===== src/rtl/mem_port_arbiter.sv =====
// mem_port_arbiter
//   Shares one single-ported, fixed-latency memory between instruction fetch
//   (IF) and the data stage (MEM). Accesses are serialised through an
//   IDLE -> ISSUE -> WAIT -> DONE sequence. Read data is captured into a
//   per-side register and announced with a one-cycle ready pulse.
//
// Ports
//   clk, reset            rising-edge clock, synchronous active-high reset
//   if_req/if_addr        fetch request and address
//   if_rdata/if_ready     fetched word (registered) and completion pulse
//   d_read/d_write        data-stage read/write (both high = write)
//   d_addr/d_wdata        data address and store data
//   d_rdata/d_ready       load data (registered) and completion pulse
//   ram_en/ram_we         memory strobe and write enable
//   ram_addr/ram_wdata    memory address and write data
//   ram_rdata             memory read data, MEM_LATENCY cycles after ram_en
//   stall                 pipeline freeze while any requester waits
module mem_port_arbiter #(
  parameter int ADDR_W      = 32,
  parameter int DATA_W      = 32,
  parameter int MEM_LATENCY = 2
) (
  input  logic              clk,
  input  logic              reset,
  input  logic              if_req,
  input  logic [ADDR_W-1:0] if_addr,
  output logic [DATA_W-1:0] if_rdata,
  output logic              if_ready,
  input  logic              d_read,
  input  logic              d_write,
  input  logic [ADDR_W-1:0] d_addr,
  input  logic [DATA_W-1:0] d_wdata,
  output logic [DATA_W-1:0] d_rdata,
  output logic              d_ready,
  output logic              ram_en,
  output logic              ram_we,
  output logic [ADDR_W-1:0] ram_addr,
  output logic [DATA_W-1:0] ram_wdata,
  input  logic [DATA_W-1:0] ram_rdata,
  output logic              stall
);

  if (MEM_LATENCY < 1 || MEM_LATENCY > 15) begin : g_bad_latency
    $error("mem_port_arbiter: MEM_LATENCY must be in 1..15");
  end

  typedef enum logic [1:0] {S_IDLE, S_ISSUE, S_WAIT, S_DONE} state_t;

  localparam logic [3:0] CNT_INIT = 4'(MEM_LATENCY - 1);

  // grant / last_grant encoding: 1 = data side, 0 = fetch side
  state_t            state_q, state_d;
  logic              grant_q, grant_d;
  logic              last_grant_q, last_grant_d;
  logic [3:0]        cnt_q, cnt_d;
  logic [ADDR_W-1:0] addr_q, addr_d;
  logic [DATA_W-1:0] wdata_q, wdata_d;
  logic              we_q, we_d;
  logic [DATA_W-1:0] if_rdata_q, if_rdata_d;
  logic [DATA_W-1:0] d_rdata_q, d_rdata_d;

  logic d_req;
  logic pick_d;

  assign d_req = d_read | d_write;

  // Contention goes to the side that did not win last time.
  assign pick_d = d_req & (~if_req | ~last_grant_q);

  // State register
  always_ff @(posedge clk) begin
    if (reset) begin
      state_q      <= S_IDLE;
      grant_q      <= 1'b0;
      last_grant_q <= 1'b0;
      cnt_q        <= '0;
      addr_q       <= '0;
      wdata_q      <= '0;
      we_q         <= 1'b0;
      if_rdata_q   <= '0;
      d_rdata_q    <= '0;
    end else begin
      state_q      <= state_d;
      grant_q      <= grant_d;
      last_grant_q <= last_grant_d;
      cnt_q        <= cnt_d;
      addr_q       <= addr_d;
      wdata_q      <= wdata_d;
      we_q         <= we_d;
      if_rdata_q   <= if_rdata_d;
      d_rdata_q    <= d_rdata_d;
    end
  end

  // Next-state logic
  always_comb begin
    state_d      = state_q;
    grant_d      = grant_q;
    last_grant_d = last_grant_q;
    cnt_d        = cnt_q;
    addr_d       = addr_q;
    wdata_d      = wdata_q;
    we_d         = we_q;
    if_rdata_d   = if_rdata_q;
    d_rdata_d    = d_rdata_q;
    unique case (state_q)
      S_IDLE: begin
        if (d_req | if_req) begin
          // Latch the winner's request so later input changes cannot
          // disturb the access in flight.
          state_d = S_ISSUE;
          grant_d = pick_d;
          if (pick_d) begin
            addr_d  = d_addr;
            wdata_d = d_wdata;
            we_d    = d_write;
          end else begin
            addr_d  = if_addr;
            we_d    = 1'b0;
          end
        end
      end
      S_ISSUE: begin
        cnt_d   = CNT_INIT;
        state_d = S_WAIT;
      end
      S_WAIT: begin
        if (cnt_q != 4'd0) begin
          cnt_d = cnt_q - 4'd1;
        end else begin
          if (grant_q && !we_q) d_rdata_d  = ram_rdata;
          if (!grant_q)         if_rdata_d = ram_rdata;
          last_grant_d = grant_q;
          state_d      = S_DONE;
        end
      end
      S_DONE: state_d = S_IDLE;
      default: state_d = S_IDLE;
    endcase
  end

  // Output decode; everything except stall comes from registered state.
  always_comb begin
    ram_en    = (state_q == S_ISSUE);
    ram_we    = (state_q == S_ISSUE) & we_q;
    ram_addr  = addr_q;
    ram_wdata = wdata_q;
    if_ready  = (state_q == S_DONE) & ~grant_q;
    d_ready   = (state_q == S_DONE) & grant_q;
    if_rdata  = if_rdata_q;
    d_rdata   = d_rdata_q;
    stall     = (d_req & ~d_ready) | (if_req & ~if_ready);
  end

endmodule


===== config.mk =====
export PLATFORM = sky130hd
export DESIGN_NAME = mem_port_arbiter
export DESIGN_NICKNAME = d
export VERILOG_FILES = /design/src/rtl/mem_port_arbiter.sv
export SDC_FILE = /design/constraint.sdc
export NUM_CORES = 1
export LEC_CHECK = 0
export CORE_MARGIN = 10
export CORE_UTILIZATION = 40
export CTS_BUF_LIST = sky130_fd_sc_hd__clkbuf_2
export CTS_CLUSTER_SIZE = 8
export DETAILED_ROUTE_END_ITERATION = 10
export HOLD_SLACK_MARGIN = 0.15
export PLACE_DENSITY_LB_ADDON = 0.08
export SYNTH_ARGS = -nofsm -noshare
export SYNTH_HDL_FRONTEND = slang
export SYNTH_SLANG_ARGS = --single-unit

===== constraint.sdc =====
create_clock -name clk -period 4.48 [get_ports clk]
set_input_delay 0.896 -clock clk [delete_from_list [all_inputs] [get_ports clk]]
set_output_delay 0.896 -clock clk [all_outputs]
set_load 0.05 [all_outputs]

==> impl_metrics.json <==
{
  "required_ns": 3.58,
  "std_cell_rows": 42,
  "final.min_clock_period_ns": 3.66,
  "wire_per_inst_um": 17.7,
  "ys_ff_latch": 137,
  "setup_viol": 0,
  "syn-cell-area_um2": 5500,
  "pwr-share-comb": 0.492,
  "grt_max_degree": 77,
  "fillers": 1148,
  "p_per_area_nw_per_um2": 579,
  "synth-edff-count": 0,
  "worstMarginPinSlew_ns": 1.03,
  "worstSkewPairLatency_ns": 0.69,
  "min_path_cells": 2,
  "async_flop_share": 0,
  "grt_use_total": 0.189,
  "port_buffers": 265,
  "cts_tree": "done",
  "worst-path-max-fanout": 6,
  "fin_skew_ns": 0.0148,
  "peakVddDrop_mv": 0.485,
  "core_um2": 13300,
  "clockRootBuffer": "clkbuf_2",
  "path_buf_inv": 2,
  "dp_hpwl_mm": 13.6,
  "endpoint_kind": "output pin",
  "rsz0062_at_grt": "false",
  "slew-limit-headroom": 0.315,
  "swShare": 0.452,
  "final.period_utilization": 0.817,
  "routed_via_density": 5.02,
  "syn2layout_area_growth_pct": 54.4,
  "drc": 0,
  "grt_pass1_wl_mm": 28.0,
  "seqPwrFrac": 0.332,
  "synth_seq_area_share": 0.499,
  "die_y_um": 137,
  "hold_buffers": 0,
  "worstPathArrival_ns": 2.76,
  "reg2reg_setup_slack_ns": 2.06,
  "path_clk_slew_ns": 0.18,
  "drv_cap": 0,
  "clkPwrFrac": 0.176,
  "syn_nets": 771,
  "reg2reg_depth": 6,
  "first_global_vias": 5208,
  "hold_viol_final": 0,
  "drive_gt1_frac": 0.0488,
  "path_depth": 5,
  "synth_area_per_cell_um2": 8.70,
  "final_common_cell": "clkdlybuf4s50_1",
  "hold_path.class": "reg -> reg",
  "cts_resized": 0,
  "antenna_found_initial": 1,
  "cp_common_cell": "clkdlybuf4s50_1",
  "cts-buffers-inserted": 17,
  "cts.sink_count": 137,
  "cts_setup_buffers": 0,
  "grt-ovfl-total": 0,
  "drt_iter0_markers": 325,
  "slew_viol_final": 0,
  "multi_input_area_um2": 2490,
  "regArea_um2": 2740,
  "synth_warnings": 0,
  "nets": 1008,
  "outcome": "finished, final reports clean",
  "max_stage_delay_ns": 0.83,
  "ant_nets": 0,
  "timing.fmax_mhz": 273,
  "layout_common_cells": "clkdlybuf4s50_1, nand2_1, dfxtp_1, mux2i_1, o21ai_0",
  "die_x_um": 137,
  "start_util": 0.412,
  "p_leak_nw": 3.32,
  "critPathKind": "in -> out",
  "whs_ns": 0.469,
  "synthCells": 632,
  "ys.flop_type": "dfxtp_1",
  "place.gp.congestion": 0.828,
  "final_util": 0.636,
  "cts-htree-levels": 4,
  "ios": 266,
  "slowest_stage": "clkdlybuf4s50_1",
  "p_sw_mw": 2.22,
  "synth_cell_type_count": 38,
  "crit_path_start_kind": "input port",
  "wl_mm": 18.8,
  "tns_ns": 0,
  "crit_chain": "clkdlybuf4s50_1 > nand2b_1 > o31ai_1 > a21oi_1 > clkdlybuf4s50_1",
  "p_int_mw": 2.70,
  "clock_path_buffers": 2,
  "die_area_um2": 18800,
  "vias": 5319,
  "firstDrtPassIters": 5,
  "path_delay_family": "buffers and inverters"
}
-- layer usage --
layer | vias to the layer above | GRT usage | wire, µm
met1 | 2470 | 0.213 | 7430
li1 | 2649 | - | -
met4 | 0 | 0.0650 | 306
met5 | - | 0 | 0
met2 | 181 | 0.308 | 9130
met3 | 19 | 0.0903 | 1910
-- cells in the mapped netlist (2+ instances only) --
library cell,number,area share
nand2_1,162,0.11
dfxtp_1,137,0.50
mux2i_1,67,0.12
o21ai_0,65,0.059
nand3_1,37,0.034
a21oi_1,34,0.031
clkbuf_1,34,0.023
a31oi_1,32,0.036
buf_2,11,0.010
ha_1,6,0.014
inv_1,6,0.0041
buf_1,5,0.0034
buf_8,3,0.0082
nor3_1,3,0.0027
a211oi_1,2,0.0027
and2_1,2,0.0023
nand2b_1,2,0.0023
nor2_1,2,0.0014
nor2b_1,2,0.0023
o31ai_1,2,0.0027
-- stage by stage --
step | std cells | setup WS (ns) | power (mW) | area, µm²
after global placement | 1026 | 0.826 | 4.04 | 8200
after detailed placement | 1026 | 0.818 | 4.09 | 8200
after floorplan | 632 | 1.67 | 3.29 | 5500
after CTS | 1058 | 0.821 | 4.97 | 8490
final | 1060 | 0.819 | 4.92 | 8490
after global routing | 1059 | 0.747 | 5.16 | 8490
-- worst paths after layout --
check                                         startpoint                         to
worst max-delay path                              if_req                      stall
worst min-delay path            d_rdata[27]$_SDFFE_PP0P_   d_rdata[27]$_SDFFE_PP0P_
worst max register to register   state_q[0]$_SDFFE_PP0P_  ram_addr[17]$_SDFFE_PP0P_
worst min register to register  d_rdata[27]$_SDFFE_PP0P_   d_rdata[27]$_SDFFE_PP0P_
-- power by group through the flow --
stage               combinational, mW  sequential (mW)  clock, mW
CTS                              2.44             1.63      0.894
global route                     2.56             1.67      0.936
floorplan                       0.817             2.47          0
detailed placement               2.43             1.66          0
global placement                 2.40             1.64          0
finish                           2.42             1.63      0.866
-- cell type report --
cell class,instances,area share
Antenna cell,2,0.000589
Clock buffer,17,0.0100
Clock inverter,15,0.0243
Inverter,7,0.00324
Multi-Input combinational cell,433,0.294
Sequential cell,137,0.323
Tap cell,176,0.0259
Timing Repair Buffer,273,0.319
-- flip-flops by register name, summed over array words and instances (netlist names) --
name / count
last_grant_q: 1
if_rdata: 32
d_rdata: 32
cnt_q: 4
ram_addr: 32
we_q: 1
grant_q: 1
state_q: 2
ram_wdata: 32
-- worst register-to-register path, cell delays in order (launching register included) --
cell	delay [ns]
dfxtp_1	0.37
inv_1	0.11
ha_1	0.16
buf_4	0.37
o31a_2	0.93
o21ai_0	0.22
a31oi_1	0.20
-- logic make-up (layout without fill, tap and decap cells) --
group	count (synthesis)	count (layout)	share of synthesized area
buffers and inverters	62	312	0.0535
multiplexers	67	67	0.122
flip-flops	137	137	0.499
AO/OA/AOI/OAI	144	144	0.147
other	0	2	0
adder cells (fa/ha/maj)	6	6	0.0137
AND/OR/NAND/NOR	216	216	0.165
Note: power is estimated with default switching activity, not from simulation.
